[config.mk]
export PLATFORM = sky130hd
export DESIGN_NAME = mgia_fetch_shifter
export DESIGN_NICKNAME = d
export VERILOG_FILES = /design/src/rtl/mgia_pkg.sv /design/src/rtl/mgia_line_buffer.sv /design/src/rtl/mgia_fetch_shifter.sv
export SDC_FILE = /design/constraint.sdc
export NUM_CORES = 2
export LEC_CHECK = 0
export BUFFER_PORTS_ARGS = -buffer_cell sky130_fd_sc_hd__buf_2
export CORE_ASPECT_RATIO = 1.5
export CORE_MARGIN = 2
export CORE_UTILIZATION = 45
export CTS_CLUSTER_SIZE = 20
export DETAILED_ROUTE_END_ITERATION = 7
export PLACE_DENSITY = 0.7
export SYNTH_ARGS = -nofsm -noshare
export SYNTH_HDL_FRONTEND = slang
export SYNTH_SLANG_ARGS = --single-unit
[constraint.sdc]
create_clock -name CLK_I -period 6.2 [get_ports CLK_I]
set_clock_uncertainty 0.15 [all_clocks]
set_input_delay 0.62 -clock CLK_I [delete_from_list [all_inputs] [get_ports CLK_I]]
set_output_delay 0.62 -clock CLK_I [all_outputs]
set_load 0.05 [all_outputs]
[src/rtl/mgia_pkg.sv]
// Shared constants and types for the MGIA video fetch/shift path.
package mgia_pkg;
   localparam int WORDS_PER_LINE = 40;
   localparam int DOTS_PER_WORD  = 16;
   localparam int BUF_IDX_W      = 6;

   typedef enum logic [1:0] {
      IDLE = 2'd0,
      READ = 2'd1,
      DONE = 2'd2
   } fetch_state_t;
endpackage

[src/rtl/mgia_line_buffer.sv]
// Ping-pong line buffer: two banks of 64 x 16-bit words, one write port and
// one synchronous read port with a single cycle of read latency.
module mgia_line_buffer
   import mgia_pkg::*;
(
   input  logic                 i_clk,
   input  logic                 i_we,
   input  logic [BUF_IDX_W:0]   i_waddr,
   input  logic [15:0]          i_wdata,
   input  logic [BUF_IDX_W:0]   i_raddr,
   output logic [15:0]          o_rdata
);
   logic [15:0] r_mem [0:(2**(BUF_IDX_W+1))-1];
   logic [15:0] r_rdata;

   // Storage array and registered read; contents are not reset, stale words are shown as-is.
   always_ff @(posedge i_clk) begin
      if (i_we) begin
         r_mem[i_waddr] <= i_wdata;
      end
      r_rdata <= r_mem[i_raddr];
   end

   assign o_rdata = r_rdata;
endmodule

[src/rtl/mgia_fetch_shifter.sv]
// MGIA fetch and pixel shift stage: fetches one scan line over Wishbone into a
// ping-pong buffer and shifts the previous line out MSB-first as 1 bpp video.
module mgia_fetch_shifter
   import mgia_pkg::*;
#(
   parameter int AW = 23
) (
   input  logic          CLK_I,
   input  logic          RST_I_N,
   input  logic          HSYNC_I,
   input  logic          VSYNC_I,
   input  logic          VFEN_I,
   input  logic          VREN_I,
   input  logic          ODD_I,
   input  logic [AW-1:0] FB_BASE_I,
   output logic          CYC_O,
   output logic          STB_O,
   output logic [AW-1:0] ADR_O,
   input  logic          ACK_I,
   input  logic [15:0]   DAT_I,
   output logic          VIDEO_O,
   output logic          HSYNC_O,
   output logic          VSYNC_O,
   output logic          UNDERRUN_O
);
   localparam logic [AW-1:0]        LINE_STEP   = AW'(WORDS_PER_LINE);
   localparam logic [BUF_IDX_W-1:0] LAST_WORD   = BUF_IDX_W'(WORDS_PER_LINE - 1);
   localparam logic [3:0]           PREFETCH_BC = 4'(DOTS_PER_WORD - 2);

   fetch_state_t         r_state;
   logic                 r_vfen_q;
   logic                 r_vsync_q;
   logic [AW-1:0]        r_frame_base;
   logic [AW-1:0]        r_line_off;
   logic [AW-1:0]        r_adr;
   logic                 r_cyc;
   logic                 r_underrun;
   logic [BUF_IDX_W-1:0] r_wc;
   logic [BUF_IDX_W-1:0] r_ri;
   logic [3:0]           r_bc;
   logic [15:0]          r_shift;
   logic                 r_vren_d1;
   logic                 r_video;
   logic                 r_hs_d1;
   logic                 r_hs_d2;
   logic                 r_vs_d1;
   logic                 r_vs_d2;

   logic                 w_vfen_rise;
   logic                 w_vfen_fall;
   logic                 w_vsync_rise;
   logic [AW-1:0]        w_line_base;
   logic                 w_buf_we;
   logic [BUF_IDX_W:0]   w_waddr;
   logic [BUF_IDX_W:0]   w_raddr;
   logic [15:0]          w_rd_data;

   assign w_vfen_rise  = VFEN_I & ~r_vfen_q;
   assign w_vfen_fall  = ~VFEN_I & r_vfen_q;
   assign w_vsync_rise = VSYNC_I & ~r_vsync_q;
   // A VSYNC edge coinciding with the fetch start must already use the new base.
   assign w_line_base  = w_vsync_rise ? FB_BASE_I : (r_frame_base + r_line_off);
   assign w_buf_we     = (r_state == READ) & VFEN_I & ACK_I;
   assign w_waddr      = {ODD_I, r_wc};
   assign w_raddr      = {~ODD_I, r_ri};

   mgia_line_buffer u_line_buffer (
      .i_clk   (CLK_I),
      .i_we    (w_buf_we),
      .i_waddr (w_waddr),
      .i_wdata (DAT_I),
      .i_raddr (w_raddr),
      .o_rdata (w_rd_data)
   );

   // Edge detectors and frame/line base bookkeeping.
   always_ff @(posedge CLK_I or negedge RST_I_N) begin
      if (!RST_I_N) begin
         r_vfen_q     <= 1'b0;
         r_vsync_q    <= 1'b0;
         r_frame_base <= '0;
         r_line_off   <= '0;
      end else begin
         r_vfen_q  <= VFEN_I;
         r_vsync_q <= VSYNC_I;
         if (w_vsync_rise) begin
            r_frame_base <= FB_BASE_I;
            r_line_off   <= '0;
         end else if (w_vfen_fall) begin
            r_line_off <= r_line_off + LINE_STEP;
         end
      end
   end

   // Fetch FSM with registered bus outputs.
   always_ff @(posedge CLK_I or negedge RST_I_N) begin
      if (!RST_I_N) begin
         r_state    <= IDLE;
         r_cyc      <= 1'b0;
         r_adr      <= '0;
         r_wc       <= '0;
         r_underrun <= 1'b0;
      end else begin
         r_underrun <= 1'b0;
         case (r_state)
            IDLE: begin
               if (w_vfen_rise) begin
                  r_state <= READ;
                  r_adr   <= w_line_base;
                  r_wc    <= '0;
                  r_cyc   <= 1'b1;
               end
            end
            READ: begin
               if (!VFEN_I) begin
                  r_state    <= IDLE;
                  r_cyc      <= 1'b0;
                  r_underrun <= 1'b1;
               end else if (ACK_I) begin
                  r_adr <= r_adr + AW'(1'b1);
                  r_wc  <= r_wc + BUF_IDX_W'(1'b1);
                  if (r_wc == LAST_WORD) begin
                     r_cyc   <= 1'b0;
                     r_state <= DONE;
                  end
               end
            end
            DONE: begin
               if (!VFEN_I) begin
                  r_state <= IDLE;
               end
            end
            default: begin
               r_state <= IDLE;
               r_cyc   <= 1'b0;
            end
         endcase
      end
   end

   // Pixel shifter; word index idles at 0 so word 0 is already read when the window opens.
   always_ff @(posedge CLK_I or negedge RST_I_N) begin
      if (!RST_I_N) begin
         r_ri      <= '0;
         r_bc      <= 4'd0;
         r_shift   <= 16'd0;
         r_vren_d1 <= 1'b0;
         r_video   <= 1'b0;
      end else begin
         r_vren_d1 <= VREN_I;
         r_video   <= r_shift[15] & r_vren_d1;
         if (VREN_I) begin
            r_bc <= r_bc + 4'd1;
            if (r_bc == PREFETCH_BC) begin
               r_ri <= r_ri + BUF_IDX_W'(1'b1);
            end
            if (r_bc == 4'd0) begin
               r_shift <= w_rd_data;
            end else begin
               r_shift <= {r_shift[14:0], 1'b0};
            end
         end else begin
            r_bc    <= 4'd0;
            r_ri    <= '0;
            r_shift <= 16'd0;
         end
      end
   end

   // Sync delay line matching the two-stage pixel pipeline.
   always_ff @(posedge CLK_I or negedge RST_I_N) begin
      if (!RST_I_N) begin
         r_hs_d1 <= 1'b0;
         r_hs_d2 <= 1'b0;
         r_vs_d1 <= 1'b0;
         r_vs_d2 <= 1'b0;
      end else begin
         r_hs_d1 <= HSYNC_I;
         r_hs_d2 <= r_hs_d1;
         r_vs_d1 <= VSYNC_I;
         r_vs_d2 <= r_vs_d1;
      end
   end

   assign CYC_O      = r_cyc;
   assign STB_O      = r_cyc;
   assign ADR_O      = r_adr;
   assign VIDEO_O    = r_video;
   assign HSYNC_O    = r_hs_d2;
   assign VSYNC_O    = r_vs_d2;
   assign UNDERRUN_O = r_underrun;
endmodule

## After elaboration in Yosys (flattened, before gate mapping)

Memory sizes are Yosys's and may differ from the RTL's. A register that Yosys moved wholly into a read port is not among the register bits.
Index checks and enable logic that the tools add are counted.

- Bits in writable memories: 2048
- Bits in registers: 112
- Logic and storage cells: 84
- Latch bits: 0
- Memories: 1
- Bits in read-only memories: 0

- $mul: 0
- Eq/ne operators: 11
- Div/mod/pow operators: 0
- Bitwise operators: 11
- $lt $le $gt $ge: 0
- $add $sub $neg: 6
- Shifts and indexed selects: 0
- Multiplexer cells: 31
- Reduce and logical (&&, ||, !) cells: 7

Memories:

| name | words | bits a word | rd ports | clocked after memory_dff | write ports | line | source |
|---|---|---|---|---|---|---|---|
| u_line_buffer.r_mem | 128 | 16 | 1 | 1 | 1 | mgia_line_buffer.sv:13 | `logic [15:0] r_mem [0:(2**(BUF_IDX_W+1))-1];` |

Operators with widths:

| cell | number |
|---|---|
| two-way mux 23 bit | 6 |
| one-hot mux 23 bit (2 select lines) | 1 |
| two-way mux 16 bit | 2 |
| two-way mux 6 bit | 5 |
| adder 23 x 1 -> 23 bit, second input constant | 1 |
| adder 23 bit | 1 |
| adder 23 x 6 -> 23 bit, second input constant | 1 |
| adder 6 x 1 -> 6 bit, second input constant | 2 |
| one-hot mux 6 bit (2 select lines) | 1 |
| AND reduction 4 bit | 3 |
| two-way mux 2 bit | 5 |
| two-way mux 1 bit | 8 |
| != test 2 bit, second input constant | 4 |
| AND 1 bit | 6 |
| == test 6 bit, second input constant | 1 |
| one-hot mux 2 bit (3 select lines) | 1 |
| inverter 1 bit | 5 |
| adder 4 x 1 -> 4 bit, second input constant | 1 |
| == test 4 bit, second input constant | 1 |
| logical NOT 4 bit | 1 |
| two-way mux 4 bit | 1 |
| nonzero test 2 bit | 2 |
| != test 3 x 2 -> 1 bit, second input constant | 1 |
| != test 3 bit, second input constant | 1 |
| other kinds (5) | 5 |

## Longest topological paths before layout

- Depth in word-level cells: 5
- Mapped depth: 13
- Gate-level depth less buffers: 9

## Modules after synthesis

Synthesis repeated with hierarchy kept, for this count alone.

- Cell total of the unflattened synthesis: 3818
- Area total of the unflattened synthesis: 84775.1 sq um

By module, submodules not included:

| module | area an instance (sq um) | sequential area each (sq um) | instances | cells an instance |
|---|---|---|---|---|
| mgia_line_buffer | 78522.8 | 61819.3 | 1 | 3086 |
| mgia_fetch_shifter | 6252.2 | 2727.6 | 1 | 732 |

## Worst setup path before layout

Ideal clock, no wire load.

- Kind: register -> register
- Start point: reg r_state[0]
- End point: mem u_line_buffer.r_mem[127][0] (enable)
- Setup slack: 3.130 ns
- Arrival time: 2.532 ns
- Stages on the path, launching flop included: 10
- Setup time: 0.389 ns
- Cell sequence: dfrtp_1 nor2b_1 buf_2 and3_1 buf_2 and2_0 clkbuf_1 nand3_1 clkbuf_1 nor2_1

- Word-level cells in the longest chain between the ends: 5

RTL lines:

| element | line | source |
|---|---|---|
| start: declaration | mgia_fetch_shifter.sv:30 | `fetch_state_t r_state;` |
| start signal: assignment | mgia_fetch_shifter.sv:98 | `r_state <= IDLE;` |
| start signal: assignment | mgia_fetch_shifter.sv:108 | `r_state <= READ;` |
| start signal: assignment | mgia_fetch_shifter.sv:116 | `r_state <= IDLE;` |
| == test 2 x 1 -> 1 bit | mgia_fetch_shifter.sv:63 | `assign w_buf_we = (r_state == READ) & VFEN_I & ACK_I;` |
| AND 1 bit (2 in a row) | mgia_fetch_shifter.sv:63 |  |
| two-way mux 1 bit | mgia_line_buffer.sv:18 | `if (i_we) begin` |
| two-way mux 1 bit (not written as such) | mgia_line_buffer.sv:19 | `r_mem[i_waddr] <= i_wdata;` |
| end: declaration | mgia_line_buffer.sv:13 |  |

No other way between the ends.

## Worst setup path in the final report

- Start point: reg r_state[0]
- End point: mem u_line_buffer.r_mem[39][10] (enable)

Same word-level chain as after synthesis.

==> results by group <==
Route
  • Vias per std cell: 6.12
  • Routed wirelength normalized by instance count: 31.0 um
  • DRC violation count after routing: 0
  • 1st-iter DRT viols: 4,945
  • Router iterations before antenna repair: 5
  • Overall routed net length: 216 mm
  • Routed Antenna Nets: 0
  • Vias: 42.6k

Global route
  • Sum of overflow across all layers after global routing: 0
  • Number of antenna violations at the first check in global routing: 5
  • Via count of the first global-routing pass: 43.2k
  • All-layer global routing usage: 22.4%
  • Maximum number of pins on one net before global-route repair: 97
  • First-pass GRT wire length: 308 mm

Power and ir drop
  • Power share of the combinational group: 3.4%
  • Switching Share: 20.8%
  • Reg power frac: 55.3%
  • Power Internal: 23.3 mW
  • Cell area power density: 308 nW/um^2
  • Net switching power: 6.12 mW
  • Maximum vdd drop: 241 uV
  • Clock network power share: 41.3%
  • Static power due to leakage: 30.0 nW

Floorplanning
  • Number of ports placed on the die boundary: 76
  • Die X-Extent: 359 um
  • Die Ht: 536 um
  • Placeable Area: 188,000 um^2
  • Starting Density: 45.2%
  • Area of the die: 192,000 um^2
  • Row cnt: 195

Finish
  • Final #Nets: 4,416
  • Final instance area: 95,700 um^2
  • Share of cells above drive strength 1: 26.0%
  • Finished Core Util: 50.9%
  • Layout overhead on the synthesized area: 12.8%

STA
  • Final-report hold violation count: 0
  • Relative max-transition margin: 18.1%
  • Final period demand of the worst path: 4310 ps
  • Share of the cycle needed by the critical path after routing: 69.5%
  • Final sum of negative setup slack: 0 ps
  • Final Setup Violations: 0
  • Least-Margin Pin Slew: 1230 ps
  • Maximum achievable frequency: 232 MHz
  • Setup repair after global routing missed its margin: no
  • Number of max-slew violations in the final report: 0

Worst setup path
  • Worst EP required: 6570 ps
  • Crit-path max FO: 10
  • CP Data Arrival Time: 4680 ps
  • Kind of start point of the critical path: flop
  • Kind of critical path: reg -> reg
  • Kind of capture point of the worst setup path: flop

Clocking
  • Worst-case clock buffer depth: 4
  • Clock-pin transition on the worst setup and hold timing paths: 80 ps
  • CTS Root Cell: sky130_fd_sc_hd__clkbuf_16
  • Number of clock sinks seen by CTS: 2,173
  • CTS tree: done
  • Clock buffer count from CTS: 190
  • Number of H-tree levels: 4
  • Post-cts resize count: 0
  • Clk Latency, worst-skew pair: 840 ps

Placement
  • Post-DP Area: 89,100 um^2
  • DPL Wire Length: 130 mm
  • Port Buffers: 75
  • GP Congestion: 0.912

Hold path
  • Hold Path Class: in -> reg

Yosys
  • Sequential area share after synthesis: 76.1%
  • Netlist cell types: 64
  • Synthesis warning total: 0
  • #FFs+latches synth: 2,173
  • Async set-reset flop share out of synthesis: 5.02%
  • Nets in the synthesized netlist: 4,127
  • Post-Syn Area per Cell: 20.9 um^2
  • Gate count of the mapped netlist: 4,053
  • Area of the mapped netlist: 84,800 um^2
  • Number of enable flip-flop cells after synthesis: 2,048
  • Top_reg_cell synth: sky130_fd_sc_hd__edfxtp_1

Flow run
  • Number of max-cap violations: 0

Outcome
  • Outcome: completed
## cell usage after synthesis, types with 8 or more instances
cell                       number  area [um^2]
sky130_fd_sc_hd__a21oi_1       83          415
sky130_fd_sc_hd__buf_4         29          218
sky130_fd_sc_hd__o21ai_0       50          250
sky130_fd_sc_hd__a221oi_1      25          219
sky130_fd_sc_hd__xnor2_1       18          158
sky130_fd_sc_hd__clkbuf_1     103          387
sky130_fd_sc_hd__xor2_1        23          201
sky130_fd_sc_hd__inv_1          8         30.0
sky130_fd_sc_hd__dfxtp_1       16          320
sky130_fd_sc_hd__and2_1        12         75.1
sky130_fd_sc_hd__buf_6         11          124
sky130_fd_sc_hd__dfrtp_1      109         2730
sky130_fd_sc_hd__o22ai_1       10         62.6
sky130_fd_sc_hd__nand4_1       23          144
sky130_fd_sc_hd__mux4_2       572        12900
sky130_fd_sc_hd__buf_1         24         90.1
sky130_fd_sc_hd__or3_1         13         81.3
sky130_fd_sc_hd__nor3_1        14         70.1
sky130_fd_sc_hd__mux2i_1       90          901
sky130_fd_sc_hd__nand2b_1       9         56.3
sky130_fd_sc_hd__and3_1        15         93.8
sky130_fd_sc_hd__ha_1          27          338
sky130_fd_sc_hd__nor2b_1       17          106
sky130_fd_sc_hd__buf_2         44          220
sky130_fd_sc_hd__a21boi_0      16          120
sky130_fd_sc_hd__nor2_1       208          781
sky130_fd_sc_hd__a31oi_1       20          125
sky130_fd_sc_hd__nand3_1       42          210
sky130_fd_sc_hd__edfxtp_1    2048        61500
sky130_fd_sc_hd__o221ai_1      28          245
sky130_fd_sc_hd__nand2_1      258          968
## placed cells by master, fill, tap and decap left out, drive strengths merged, types with 9 or more instances in the layout
| cell | instances |
|---|---|
| clkinv | 80 |
| dfxtp | 16 |
| nor2 | 208 |
| a31oi | 20 |
| and2 | 13 |
| xnor2 | 18 |
| nand2 | 258 |
| o22ai | 10 |
| ha | 27 |
| nand4 | 23 |
| nand3 | 42 |
| mux2i | 90 |
| a21oi | 83 |
| bufinv | 28 |
| nor3 | 14 |
| edfxtp | 2048 |
| o21ai | 50 |
| clkinvlp | 12 |
| xor2 | 23 |
| and3 | 15 |
| mux4 | 572 |
| or3 | 13 |
| buf | 281 |
| o221ai | 28 |
| nor2b | 17 |
| dlygate4sd3 | 27 |
| nand2b | 9 |
| a21boi | 16 |
| clkbuf | 216 |
| inv | 17 |
| a221oi | 25 |
| dfrtp | 109 |
## metrics by stage
stage / hold WS, ps / worst slack [ps] / cells / total power [mW]
finish: 84.1 / 1890 / 6955 / 29.4
global route: 65.9 / 1890 / 6955 / 30.2
CTS: 27.9 / 2060 / 6954 / 29.6
detailed placement: 192 / 1810 / 6585 / 17.6
global placement: 194 / 2030 / 6585 / 17.5
floorplan: 174 / 3130 / 4053 / 17.1
## area by class of cell
cell class	instances	area (um^2)
well taps	2462	3080
fillers	14500	92200
multi-input cells	1658	19200
flip-flops and latches	2173	64600
clock inverters	126	1370
diodes	1	2.50
inverters	11	48.8
clock buffers	216	4960
repair buffers	308	2400
## critical path, stage by stage, from the launching register on
cell and delay [ps]:
sky130_fd_sc_hd__dfrtp_1 470, sky130_fd_sc_hd__nor2b_1 210, sky130_fd_sc_hd__and3_1 440, sky130_fd_sc_hd__and2_0 410, sky130_fd_sc_hd__nand3_1 830, sky130_fd_sc_hd__nor2_1 1150, sky130_fd_sc_hd__buf_4 330
## repair_timing
action,in CTS,in global routing
endpoints found under the hold margin,84,0
setup buffers,0,0
hold buffers,27,0
## worst paths after layout
path                       cells past startpoint                           to        from  slack (ps)
hold / removal                                 1   u_line_buffer.r_mem[48][1]    DAT_I[1]          80
min in group asynchronous                      2              r_frame_base[2]     RST_I_N         240
setup reg to reg                               6  u_line_buffer.r_mem[39][10]  r_state[0]        1890
setup / recovery                               6  u_line_buffer.r_mem[39][10]  r_state[0]        1890
max in group asynchronous                      3                      r_ri[0]     RST_I_N        4220
hold reg to reg                                0                      HSYNC_O     r_hs_d1         210
## power groups by stage
| stage | combinational [mW] | clock, mW | sequential, mW |
|---|---|---|---|
| 4_1_cts | 0.988 | 12.3 | 16.3 |
| 2_1_floorplan | 0.325 | 0 | 16.8 |
| 5_1_grt | 1.06 | 12.8 | 16.3 |
| 3_5_place_dp | 0.973 | 0 | 16.6 |
| 3_3_place_gp | 0.944 | 0 | 16.6 |
| 6_report | 0.993 | 12.2 | 16.3 |
## flip-flops by register name (all words and copies together) (netlist names), 2 cells and up
name / count
ADR_O: 23
r_bc: 4
r_frame_base: 23
r_line_off: 20
r_ri: 6
r_shift: 16
r_state: 2
r_wc: 6
u_line_buffer.o_rdata: 16
u_line_buffer.r_mem: 2048
## metal layers
layer	vias to the layer above	part of all wire [%]	GRT usage, %
met3	512	7.2	3.25
met4	2	6.3	12.5
met5	-	0.0065	0
li1	17300	-	-
met2	2149	52	39.3
met1	22600	34	26.4
## kinds of logic after synthesis
kind of cell,synth area share (%)
flops,76.1
other cells,0.00442
simple gates,3.14
xor+xnor,0.423
mux,16.3
fa+ha+maj,0.398
compound gates,2.37
buf+inv,1.27
Note: power is estimated with default switching activity, not from simulation.
